`src/rtl/ipv4_daddr_extract_pkg.sv`:
```
// ipv4_pkg: shared constants and types for the IPv4 destination-address tap.
//   - ethertype constants
//   - frame byte offsets (Ethernet type, IPv4 header, IPv4 daddr, VLAN tag size)
//   - parser state encoding and the registered result record
package ipv4_pkg;

    // Bytes per 256-bit AXI4-Stream beat.
    localparam int unsigned BEAT_BYTES     = 32;

    localparam logic [15:0] ETHERTYPE_IPV4 = 16'h0800;
    localparam logic [15:0] ETHERTYPE_VLAN = 16'h8100;

    // Frame byte offsets (untagged frame).
    localparam int unsigned ETH_TYPE_OFF   = 12;
    localparam int unsigned IP_HDR_OFF     = 14;
    localparam int unsigned IP_HDR_BYTES   = 20;
    localparam int unsigned IP_DADDR_OFF   = 30;
    // Extra bytes inserted by one 802.1Q tag.
    localparam int unsigned VLAN_SHIFT     = 4;

    // The checksummed region is the option-less header as 16-bit words.
    localparam int unsigned CSUM_WORDS     = IP_HDR_BYTES / 2;

    typedef enum logic [1:0] {
        WAIT_W0,
        WAIT_W1,
        SKIP
    } state_t;

    typedef struct packed {
        logic [31:0] daddr;
        logic        is_ipv4;
        logic        csum_ok;
    } result_t;

endpackage

```
`src/rtl/ipv4_daddr_extract_csum.sv`:
```
// ipv4_hdr_csum: combinational ones'-complement sum of CSUM_WORDS 16-bit
// words with end-around carry. A correct IPv4 header sums to 16'hFFFF.
//
// Ports:
//   words : header words, first word in the most significant 16 bits
//   sum   : folded 16-bit ones'-complement sum
module ipv4_hdr_csum
    import ipv4_pkg::*;
(
    input  logic [CSUM_WORDS*16-1:0] words,
    output logic [15:0]              sum
);

    localparam int unsigned ACC_W = 16 + $clog2(CSUM_WORDS);

    logic [ACC_W-1:0] acc;
    logic [16:0]      fold;

    // Two folds are enough: the first leaves at most a 1-bit carry, and when
    // that carry is set the low half is tiny, so the second fold cannot carry.
    always_comb begin
        acc = '0;
        for (int unsigned i = 0; i < CSUM_WORDS; i++) begin
            acc = acc + ACC_W'(words[i*16 +: 16]);
        end
        fold = 17'(acc[15:0]) + 17'(acc[ACC_W-1:16]);
        sum  = fold[15:0] + 16'(fold[16]);
    end

endmodule

```
`src/rtl/ipv4_daddr_extract.sv`:
```
// ipv4_daddr_extract: passive AXI4-Stream tap that extracts the IPv4
// destination address of every frame and classifies it (IPv4 / not,
// header checksum). Never drives tready; observes tvalid & tready beats only.
//
// Build option: define IPV4_DADDR_EXTRACT_VLAN_EN to parse one 802.1Q tag
// (ethertype 0x8100); otherwise tagged frames are reported as non-IPv4.
//
// Ports:
//   clk, reset          : clock, synchronous active-low reset
//   s_axis_*            : observed ingress stream (tready is an input)
//   o_ipv4_daddr        : destination address, held until the next result
//   o_ipv4_daddr_valid  : one-cycle pulse, one per frame
//   o_is_ipv4, o_csum_ok: classification, qualified by the valid pulse
//   o_pkt_cnt           : frames seen
//   o_non_ipv4_cnt      : frames reported with o_is_ipv4 = 0
module ipv4_daddr_extract
    import ipv4_pkg::*;
#(
    parameter int C_S_AXIS_DATA_WIDTH = 256,
    parameter int C_CNT_WIDTH         = 32
) (
    input  logic                             clk,
    input  logic                             reset,
    input  logic [C_S_AXIS_DATA_WIDTH-1:0]   s_axis_tdata,
    input  logic [C_S_AXIS_DATA_WIDTH/8-1:0] s_axis_tkeep,
    input  logic                             s_axis_tvalid,
    input  logic                             s_axis_tready,
    input  logic                             s_axis_tlast,
    output logic [31:0]                      o_ipv4_daddr,
    output logic                             o_ipv4_daddr_valid,
    output logic                             o_is_ipv4,
    output logic                             o_csum_ok,
    output logic [C_CNT_WIDTH-1:0]           o_pkt_cnt,
    output logic [C_CNT_WIDTH-1:0]           o_non_ipv4_cnt
);

    localparam int unsigned DW        = C_S_AXIS_DATA_WIDTH;
    // Beat-0 capture holds frame bytes ETH_TYPE_OFF..31.
    localparam int unsigned CAP_W     = (BEAT_BYTES - ETH_TYPE_OFF) * 8;
    localparam int unsigned ETYPE_MSB = CAP_W - 1;
    localparam int unsigned HDR_W     = IP_HDR_BYTES * 8;
    // Header bytes found in beat 0 and the remainder taken from beat 1.
    localparam int unsigned HDR_CAP_W = (BEAT_BYTES - IP_HDR_OFF) * 8;
    localparam int unsigned HDR_W1_W  = HDR_W - HDR_CAP_W;
    // tkeep bit (MSB = byte 0) of the last header byte within beat 1.
    localparam int unsigned KEEP_END  = 2*BEAT_BYTES - IP_HDR_OFF - IP_HDR_BYTES;
    localparam int unsigned DADDR_LSB = (IP_HDR_OFF + IP_HDR_BYTES - IP_DADDR_OFF - 4) * 8;
`ifdef IPV4_DADDR_EXTRACT_VLAN_EN
    localparam int unsigned INNER_ETYPE_MSB = ETYPE_MSB - VLAN_SHIFT*8;
    localparam int unsigned VHDR_CAP_W      = HDR_CAP_W - VLAN_SHIFT*8;
    localparam int unsigned VHDR_W1_W       = HDR_W1_W + VLAN_SHIFT*8;
    localparam int unsigned VKEEP_END       = KEEP_END - VLAN_SHIFT;
`endif
    localparam logic [C_CNT_WIDTH-1:0] CNT_ONE = 1;

    if (C_S_AXIS_DATA_WIDTH != 256) begin : g_bad_width
        $error("ipv4_daddr_extract supports only a 256-bit data width");
    end

    logic             beat;
    state_t           state_q, state_d;
    logic             drop_q, drop_d;
    logic             cap_en;
    logic             emit;
    logic             runt;
    logic [CAP_W-1:0] cap_q;

    logic [15:0]      etype;
    logic [HDR_W-1:0] hdr;
    logic             keep_ok;
    logic [3:0]       version;
    logic [3:0]       ihl;
    logic             hdr_ipv4;
    logic [15:0]      csum_sum;
    result_t          res_d;

    // Only the header-end byte enable matters; the rest are don't-care.
    logic             unused_keep;
    assign unused_keep = ^s_axis_tkeep;

    assign beat = s_axis_tvalid & s_axis_tready;

    // drop_q marks that reset cut a frame short: the bus is still inside
    // that frame, so its remaining beats must not be parsed as a new header.
    // It keeps tracking frame boundaries while reset is held.
    always_ff @(posedge clk) begin
        if (!reset) begin
            state_q <= WAIT_W0;
            cap_q   <= '0;
            if (beat) begin
                drop_q <= !s_axis_tlast;
            end else if (state_q != WAIT_W0) begin
                drop_q <= 1'b1;
            end
        end else begin
            state_q <= state_d;
            drop_q  <= drop_d;
            if (cap_en) begin
                cap_q <= s_axis_tdata[CAP_W-1:0];
            end
        end
    end

    always_comb begin
        state_d = state_q;
        drop_d  = drop_q;
        cap_en  = 1'b0;
        emit    = 1'b0;
        runt    = 1'b0;
        case (state_q)
            WAIT_W0: begin
                if (beat) begin
                    if (drop_q) begin
                        drop_d = 1'b0;
                        if (!s_axis_tlast) begin
                            state_d = SKIP;
                        end
                    end else begin
                        cap_en = 1'b1;
                        if (s_axis_tlast) begin
                            emit = 1'b1;
                            runt = 1'b1;
                        end else begin
                            state_d = WAIT_W1;
                        end
                    end
                end
            end
            WAIT_W1: begin
                if (beat) begin
                    emit    = 1'b1;
                    state_d = s_axis_tlast ? WAIT_W0 : SKIP;
                end
            end
            SKIP: begin
                if (beat && s_axis_tlast) begin
                    state_d = WAIT_W0;
                end
            end
            default: state_d = WAIT_W0;
        endcase
    end

    // Assemble the 20-byte IPv4 header from the beat-0 capture and the
    // leading bytes of the beat currently on the bus (beat 1).
    always_comb begin
        etype   = cap_q[ETYPE_MSB -: 16];
        hdr     = {cap_q[HDR_CAP_W-1:0], s_axis_tdata[DW-1 -: HDR_W1_W]};
        keep_ok = s_axis_tkeep[KEEP_END];
`ifdef IPV4_DADDR_EXTRACT_VLAN_EN
        if (cap_q[ETYPE_MSB -: 16] == ETHERTYPE_VLAN) begin
            etype   = cap_q[INNER_ETYPE_MSB -: 16];
            hdr     = {cap_q[VHDR_CAP_W-1:0], s_axis_tdata[DW-1 -: VHDR_W1_W]};
            keep_ok = s_axis_tkeep[VKEEP_END];
        end
`endif
    end

    ipv4_hdr_csum u_csum (
        .words (hdr),
        .sum   (csum_sum)
    );

    always_comb begin
        version  = hdr[HDR_W-1 -: 4];
        ihl      = hdr[HDR_W-5 -: 4];
        hdr_ipv4 = (etype == ETHERTYPE_IPV4) && (version == 4'd4) &&
                   (ihl >= 4'd5) && keep_ok;
        res_d    = '0;
        if (!runt) begin
            res_d.is_ipv4 = hdr_ipv4;
            res_d.csum_ok = hdr_ipv4 && (ihl == 4'd5) && (csum_sum == 16'hFFFF);
            res_d.daddr   = hdr_ipv4 ? hdr[DADDR_LSB +: 32] : '0;
        end
    end

    always_ff @(posedge clk) begin
        if (!reset) begin
            o_ipv4_daddr       <= '0;
            o_ipv4_daddr_valid <= 1'b0;
            o_is_ipv4          <= 1'b0;
            o_csum_ok          <= 1'b0;
            o_pkt_cnt          <= '0;
            o_non_ipv4_cnt     <= '0;
        end else begin
            o_ipv4_daddr_valid <= emit;
            if (emit) begin
                o_ipv4_daddr <= res_d.daddr;
                o_is_ipv4    <= res_d.is_ipv4;
                o_csum_ok    <= res_d.csum_ok;
                o_pkt_cnt    <= o_pkt_cnt + CNT_ONE;
                if (!res_d.is_ipv4) begin
                    o_non_ipv4_cnt <= o_non_ipv4_cnt + CNT_ONE;
                end
            end
        end
    end

endmodule

```
`config.mk`:
```
export PLATFORM = sky130hd
export DESIGN_NAME = ipv4_daddr_extract
export DESIGN_NICKNAME = d
export VERILOG_FILES = /design/src/rtl/ipv4_daddr_extract_pkg.sv /design/src/rtl/ipv4_daddr_extract_csum.sv /design/src/rtl/ipv4_daddr_extract.sv
export SDC_FILE = /design/constraint.sdc
export NUM_CORES = 1
export LEC_CHECK = 0
export ABC_AREA = 1
export BUFFER_PORTS_ARGS = -buffer_cell sky130_fd_sc_hd__buf_2
export CAP_MARGIN = 20
export CORE_AREA = 2 2 241 219
export DETAILED_ROUTE_END_ITERATION = 12
export DIE_AREA = 0 0 243 221
export PLACE_DENSITY = 0.53
export SYNTH_ARGS = -nofsm -noshare
export SYNTH_HDL_FRONTEND = slang
export SYNTH_HIERARCHICAL = 1
export SYNTH_SLANG_ARGS = --single-unit
```
`constraint.sdc`:
```
create_clock -name clk -period 9 [get_ports clk]
set_input_delay 0 -clock clk [delete_from_list [all_inputs] [get_ports clk]]
set_output_delay 0 -clock clk [all_outputs]
set_load 0.01 [all_outputs]
```
==> flow_summary_export.csv, run 1 <==
group,metric,value,unit
floorplan,chipHeight,221,um
synth,synth_fa_ha_area_share,17.6,%
pwr,irDropWorstVdd,0.170,mV
setup_path,cp_max_fo,4,
route,detail-route-antenna-nets,0,
floorplan,start_util,31.7,%
setup_path,r2r_start,"cap_q[17]",
hold_path,hold_end,"drop_q",
synth,synth-seq-cells,262,
synth,synth_area_leader_cell,"dfxtp_1",
setup_path,cp.required,9.47,ns
setup_path,path_delay_family,"adder cells",
hold_path,hold_class,"in -> reg",
sta,max_freq,0.115,GHz
synth,synth_area_leaders,"dfxtp_1 (32%), fa_1 (14%), nor2_1 (11%)",
floorplan,core_area,51200,um2
setup_path,max_stage_delay,0.53,ns
synth,synth_cells,2245,
clock_tree,root_buffer,"clkbuf_16",
synth,synth_top_cell_area_share,32.2,%
hold_path,hold_start,"s_axis_tvalid",
pwr,finalPower,0.00577,W
sta,final-hold-violation-count,0,
synth,yosys_warnings,6,
cells_and_area,layout.nets,3184,
sta,worst_hold_slack,0.0891,ns
synth,synth_top_family_by_area,"simple AND/OR/NAND/NOR gates",
sta,min_period,8.73,ns
clock_tree,path_clk_slew,0.06,ns
cells_and_area,final_core_util,42.7,%
floorplan,die_w,243,um
flow_run,maxCapViolCount,0,
clock_tree,clk_latency,0.56,ns
setup_path,r2r_setup_slack,0.27,ns
setup_path,critPathLaunchType,"flip-flop",
sta,max-slew-margin-rel,39.3,%
pwr,p_leak,10.0,nW
sta,worst_pin_slew,0.910,ns
setup_path,critical_path.slowest_cell,"fa_2",
outcome,status,"completed",
clock_tree,cts_tree,"yes",
cells_and_area,syn2layout_area_growth,34.8,%
global_routing,grt.overflow.total,0,
floorplan,rows,79,
floorplan,die_area,53700,um2
cells_and_area,layout-drive-gt1-share,18.9,%
place,portBuffers,280,
place,dpl.hpwl,39000,um
sta,setup_ws,0.274,ns
setup_path,reg2reg_to,"o_csum_ok",
global_routing,grt_max_degree,94,
setup_path,crit_arrival,9.19,ns
global_routing,grt_pass1_vias,16049,
synth,yosys.area_share.simple,29.2,%
setup_path,cpMostUsedCell,"nand2_2",
clock_tree,cts.sinks,262,
route,dr.first_iter.drc_count,799,
global_routing,grt_pass1_wl,85400,um
place,gp_congestion,0.894,
sta,rsz0062_at_grt,"true",
clock_tree,cts_buffer_depth,3,
synth,synth.area.mux_share,0,%
clock_tree,numCtsBuffers,34,
route,via_count,16061,
route,wl,54100,um
global_routing,track_usage,19.8,%
synth,synth_compound_gate_area_share,10.6,%
sta,fin_tns_setup,0,ns
clock_tree,htree_levels,2,
sta,finalMaxSlewViolations,0,
setup_path,critPathKind,"reg -> reg",
route,first_pass_iters,5,
synth,synth_nets,2698,
route,drt-vias-per-instance,4.67,
global_routing,antenna_found_initial,0,
synth,yosysSeqAreaShare,32.4,%
setup_path,cp_num_buf_inv,9,
pwr,powerDensity,264,nW/um2
synth,synthDistinctLibCells,39,
sta,setup_viol,0,
setup_path,end_kind,"flip-flop",
cells_and_area,diodes,0,
sta,min_period_over_period,97.0,%
synth,synthArstFlopShare,0,%
route,drc,0,
synth,synth_area,16200,um2
synth,synth-edff-count,1,
hold_path,whs_path_depth,5,
place,dp_worst_setup_slack,-0.186,ns
setup_path,rr_worst_depth,57,
sta,fin_worst_skew,0.0294,ns
route,avgRoutedWirePerCell,15.7,um
floorplan,ios,392,
synth,syn_area_per_cell,7.22,um2
synth,synth_xor_area_share,2.00,%
synth,ys.flop_type,"dfxtp_1",
## cell usage after synthesis, types with 2 or more instances
cell       number
buf_6           6
o2111ai_1       2
nand2_2        17
o21ai_0       195
nand3_2         8
buf_4           5
fa_1          114
buf_2          26
clkbuf_1       43
nand3_4         2
nand3_1       112
inv_1         239
a21oi_1       121
o31ai_1         2
ha_1           46
nand2_1       442
nor2_1        477
o21ai_1         3
inv_2          10
nor2_2          7
o21a_1          3
xnor2_1         8
nor3_1          8
xor2_1         29
o21bai_1        3
nand4_1        19
dfxtp_1       261
nand3b_1       17
nor2_4         10
## flip-flops by register name, indices dropped and copies added, names as in the netlist
signal and flops:
o_non_ipv4_cnt 32, drop_q 1, o_is_ipv4 1, state_q 2
cap_q 160, o_ipv4_daddr 32, o_ipv4_daddr_valid 1, o_pkt_cnt 32
o_csum_ok 1
## cell type report
type	instances	area (um2)
clock buffers	49	988
clock inverters	10	108
fillers	5218	29300
inverters	249	940
multi-input cells	1653	9940
flip-flops and latches	262	5260
well taps	688	861
repair buffers	531	3770
## layout by cell type, fill, tap and decap left out, types with 27 or more instances in the layout
| cell type | instances |
|---|---|
| a21oi_1 | 118 |
| buf_2 | 279 |
| buf_4 | 61 |
| clkbuf_16 | 35 |
| dfxtp_1 | 257 |
| dlygate4sd3_1 | 190 |
| fa_1 | 109 |
| ha_1 | 33 |
| inv_1 | 229 |
| nand2_1 | 429 |
| nand2_2 | 28 |
| nand3_1 | 108 |
| nor2_1 | 472 |
| o21ai_0 | 190 |
| xor2_1 | 27 |
## per-layer routing
layer / up-vias / GRT usage (%) / routed length [um]
met5: - / 0 / 0
met1: 7573 / 24.9 / 23700
met3: 110 / 3.14 / 2290
met2: 336 / 34.1 / 26200
li1: 8042 / - / -
met4: 0 / 7.54 / 1930
## report_power, final
group | internal [W] | leakage [nW] | switching [W]
registers | 0.00120 | 2.13 | 0.0000347
logic | 0.00121 | 7.36 | 0.00198
clock network | 0.000774 | 0.534 | 0.000566
## worst max path at each step
stage	start	to	slack, ns	cells after the start
after global placement	cap_q[1]	o_csum_ok	0.04	60
final	cap_q[17]	o_csum_ok	0.27	57
after global routing	cap_q[17]	o_csum_ok	-0.44	60
after detailed placement	cap_q[1]	o_csum_ok	-0.19	60
after CTS	cap_q[1]	o_csum_ok	0.009	60
after floorplan	cap_q[1]	o_csum_ok	0.70	56
## timing repair
action                     in CTS  in global routing
resized for setup              15                 68
pin swaps                       8                 53
gates cloned                    0                  0
hold endpoints to repair      184                  0
hold buffers                  190                  0
setup buffers                  11                 12
setup endpoints to repair       1                  1
## through the flow
step	area (um2)	instances
2_1_floorplan	16200	2245
3_5_place_dp	18400	3170
3_3_place_gp	18400	3170
5_1_grt	21900	3442
4_1_cts	21500	3430
6_report	21900	3442
## logic make-up after synthesis
family                   after synthesis
adder cells (fa/ha/maj)              160
buffers and inverters                330
AO/OA/AOI/OAI                        333
flip-flops                           262
AND/OR/NAND/NOR                     1123
XOR/XNOR                              37
## worst min-delay path: stages
cell and delay (ns):
buf_2 0.09, nand2_2 0.10, inv_1 0.16, nand2_1 0.06, o21ai_0 0.09
(Power assumes the default switching activity.)
==> inputs of run 2 (changes only) <==
--- a/config.mk
+++ b/config.mk
@@ -9,8 +9,10 @@
 export BUFFER_PORTS_ARGS = -buffer_cell sky130_fd_sc_hd__buf_2
 export CAP_MARGIN = 20
 export CORE_AREA = 2 2 241 219
+export CTS_CLUSTER_DIAMETER = 120
 export DETAILED_ROUTE_END_ITERATION = 12
 export DIE_AREA = 0 0 243 221
+export MAX_ROUTING_LAYER = met4
 export PLACE_DENSITY = 0.53
 export SYNTH_ARGS = -nofsm -noshare
 export SYNTH_HDL_FRONTEND = slang
==> run 2 against run 1 <==
Compared with the run above:
- cell area is 0.65% lower
- die area is the same
- non-clock buffer count down 12
- utilization is 0.28 points lower
- critical path depth unchanged
- combinational power is 4% higher
- critical path type unchanged
- critical endpoint unchanged
- largest cell class unchanged
==> flow_summary_export.csv, run 2 (synthesized netlist as in run 1, its figures left out) <==
group,metric,value,unit
clock_tree,root_buffer,"clkbuf_16",
sta,final-hold-violation-count,0,
global_routing,grt.overflow.total,0,
floorplan,chipHeight,221,um
place,portBuffers,280,
global_routing,grt_pass1_wl,85000,um
sta,min_period_over_period,97.9,%
global_routing,grt_max_degree,99,
floorplan,ios,392,
cells_and_area,nFillCells,5322,
pwr,p_leak,9.92,nW
sta,max_freq,0.114,GHz
route,wl_met3,2040,um
setup_path,critPathKind,"reg -> reg",
setup_path,cpMostUsedCell,"inv_2",
setup_path,max_stage_delay,0.52,ns
sta,finalMaxSlewViolations,0,
clock_tree,cts.sinks,262,
floorplan,core_area,51200,um2
cells_and_area,syn2layout_area_growth,33.9,%
sta,fin_worst_skew,0.0246,ns
route,wl_met1,23600,um
floorplan,die_area,53700,um2
outcome,status,"completed",
sta,rsz0062_at_grt,"true",
cells_and_area,final_cells,3430,
floorplan,die_w,243,um
floorplan,rows,79,
route,first_pass_iters,5,
cells_and_area,top_register,"cap_q",
pwr,powerDensity,267,nW/um2
place,gp_congestion,0.904,
route,dr.first_iter.drc_count,791,
cells_and_area,layout.nets,3169,
route,detail-route-antenna-nets,0,
cells_and_area,largest_reg_flops,160,
sta,max-slew-margin-rel,37.4,%
clock_tree,cts_tree,"yes",
clock_tree,numCtsBuffers,31,
route,avgRoutedWirePerCell,15.7,um
cells_and_area,layout-drive-gt1-share,19.2,%
setup_path,critical_path.slowest_cell,"fa_1",
setup_path,r2r_setup_slack,0.19,ns
setup_path,critPathLaunchType,"flip-flop",
clock_tree,cts_buffer_depth,3,
sta,min_period,8.81,ns
clock_tree,htree_levels,1,
flow_run,maxCapViolCount,0,
place,dpl.hpwl,38900,um
hold_path,hold_class,"in -> reg",
global_routing,track_usage,20.1,%
route,wl,54000,um
place,numPlacedInstances,3172,
setup_path,r2r_start,"cap_q[17]",
route,via_count,16009,
setup_path,cp.required,9.50,ns
global_routing,grt_pass1_vias,15752,
sta,worst_pin_slew,0.940,ns
setup_path,crit_arrival,9.31,ns
clock_tree,path_clk_slew,0.06,ns
hold_path,hold_start,"s_axis_tvalid",
route,met2WireLength,26500,um
setup_path,crit_start,"cap_q[17]",
route,drt-vias-per-instance,4.67,
cells_and_area,layout_commonest_cell,"nor2_1",
pwr,irDropWorstVdd,0.191,mV
sta,setup_viol,0,
floorplan,start_util,31.7,%
setup_path,cp_max_fo,3,
global_routing,antenna_found_initial,6,
route,routed.top_layer,"met4",
cells_and_area,final_cell_mix,"nor2_1 (469), nand2_1 (425), buf_2 (279)",
route,drc,0,
setup_path,end_kind,"flip-flop",
sta,worst_hold_slack,0.0326,ns
clock_tree,clk_latency,0.60,ns
==> run 2: through the flow <==
stage / setup WS [ns] / power, W / TNS [ns] / util [%] / area (um2)
6_report: 0.192 / 0.00579 / 0 / 42.4 / 21700
5_1_grt: -0.409 / 0.00629 / -0.409 / 42.4 / 21700
4_1_cts: 0.0110 / 0.00544 / 0 / 41.5 / 21200
3_5_place_dp: -0.0943 / 0.00407 / -0.0943 / 35.9 / 18400
3_3_place_gp: 0.0444 / 0.00406 / 0 / 35.9 / 18400
2_1_floorplan: 0.700 / 0.00327 / 0 / - / 16200
==> run 2: report_power, final <==
part | total (W) | internal [W] | switching (W)
Sequential | 0.00124 | 0.00120 | 0.0000348
Combinational | 0.00332 | 0.00130 | 0.00202
Clock | 0.00124 | 0.000712 | 0.000524
Total | 0.00579 | 0.00321 | 0.00258
==> run 2: cell type report <==
type / instances / area, um2 / area share (%)
Multi-Input combinational cell: 1653 / 9980 / 46.0
Sequential cell: 262 / 5270 / 24.2
Timing Repair Buffer: 519 / 3660 / 16.9
Inverter: 249 / 942 / 4.34
Clock buffer: 47 / 936 / 4.31
Tap cell: 688 / 861 / 3.96
Clock inverter: 6 / 52.6 / 0.242
Antenna cell: 6 / 15.0 / 0.0691
==> run 2: worst paths after layout <==
path,endpoint,cells after the start
worst min-delay path,drop_q,5
worst max-delay path,o_csum_ok,57
worst max register to register,o_csum_ok,57
worst min register to register,o_ipv4_daddr[16],2
==> run 2: what timing repair did <==
action / in CTS / in global routing
hold endpoints to repair: 182 / 0
setup endpoints to repair: 1 / 1
hold buffers: 182 / 0
gates resized for setup: 7 / 97
buffers inserted: 1 / 16
gates cloned: 0 / 0
pin swaps: 4 / 57
==> run 2: per-layer routing <==
layer | global-route usage [%] | vias to the layer above
li1 | - | 8005
met1 | 25.2 | 7516
met2 | 34.2 | 388
met3 | 2.17 | 100
met4 | 5.98 | 0
met5 | - | -
==> run 2: critical path: cells and delay by family (launching register included) <==
| family | cells | cell delay, ns |
|---|---|---|
| simple gates | 26 | 2.50 |
| flops | 1 | 0.33 |
| compound gates | 5 | 0.83 |
| buf+inv | 12 | 0.78 |
| fa+ha+maj | 11 | 3.82 |
| xor+xnor | 3 | 0.44 |
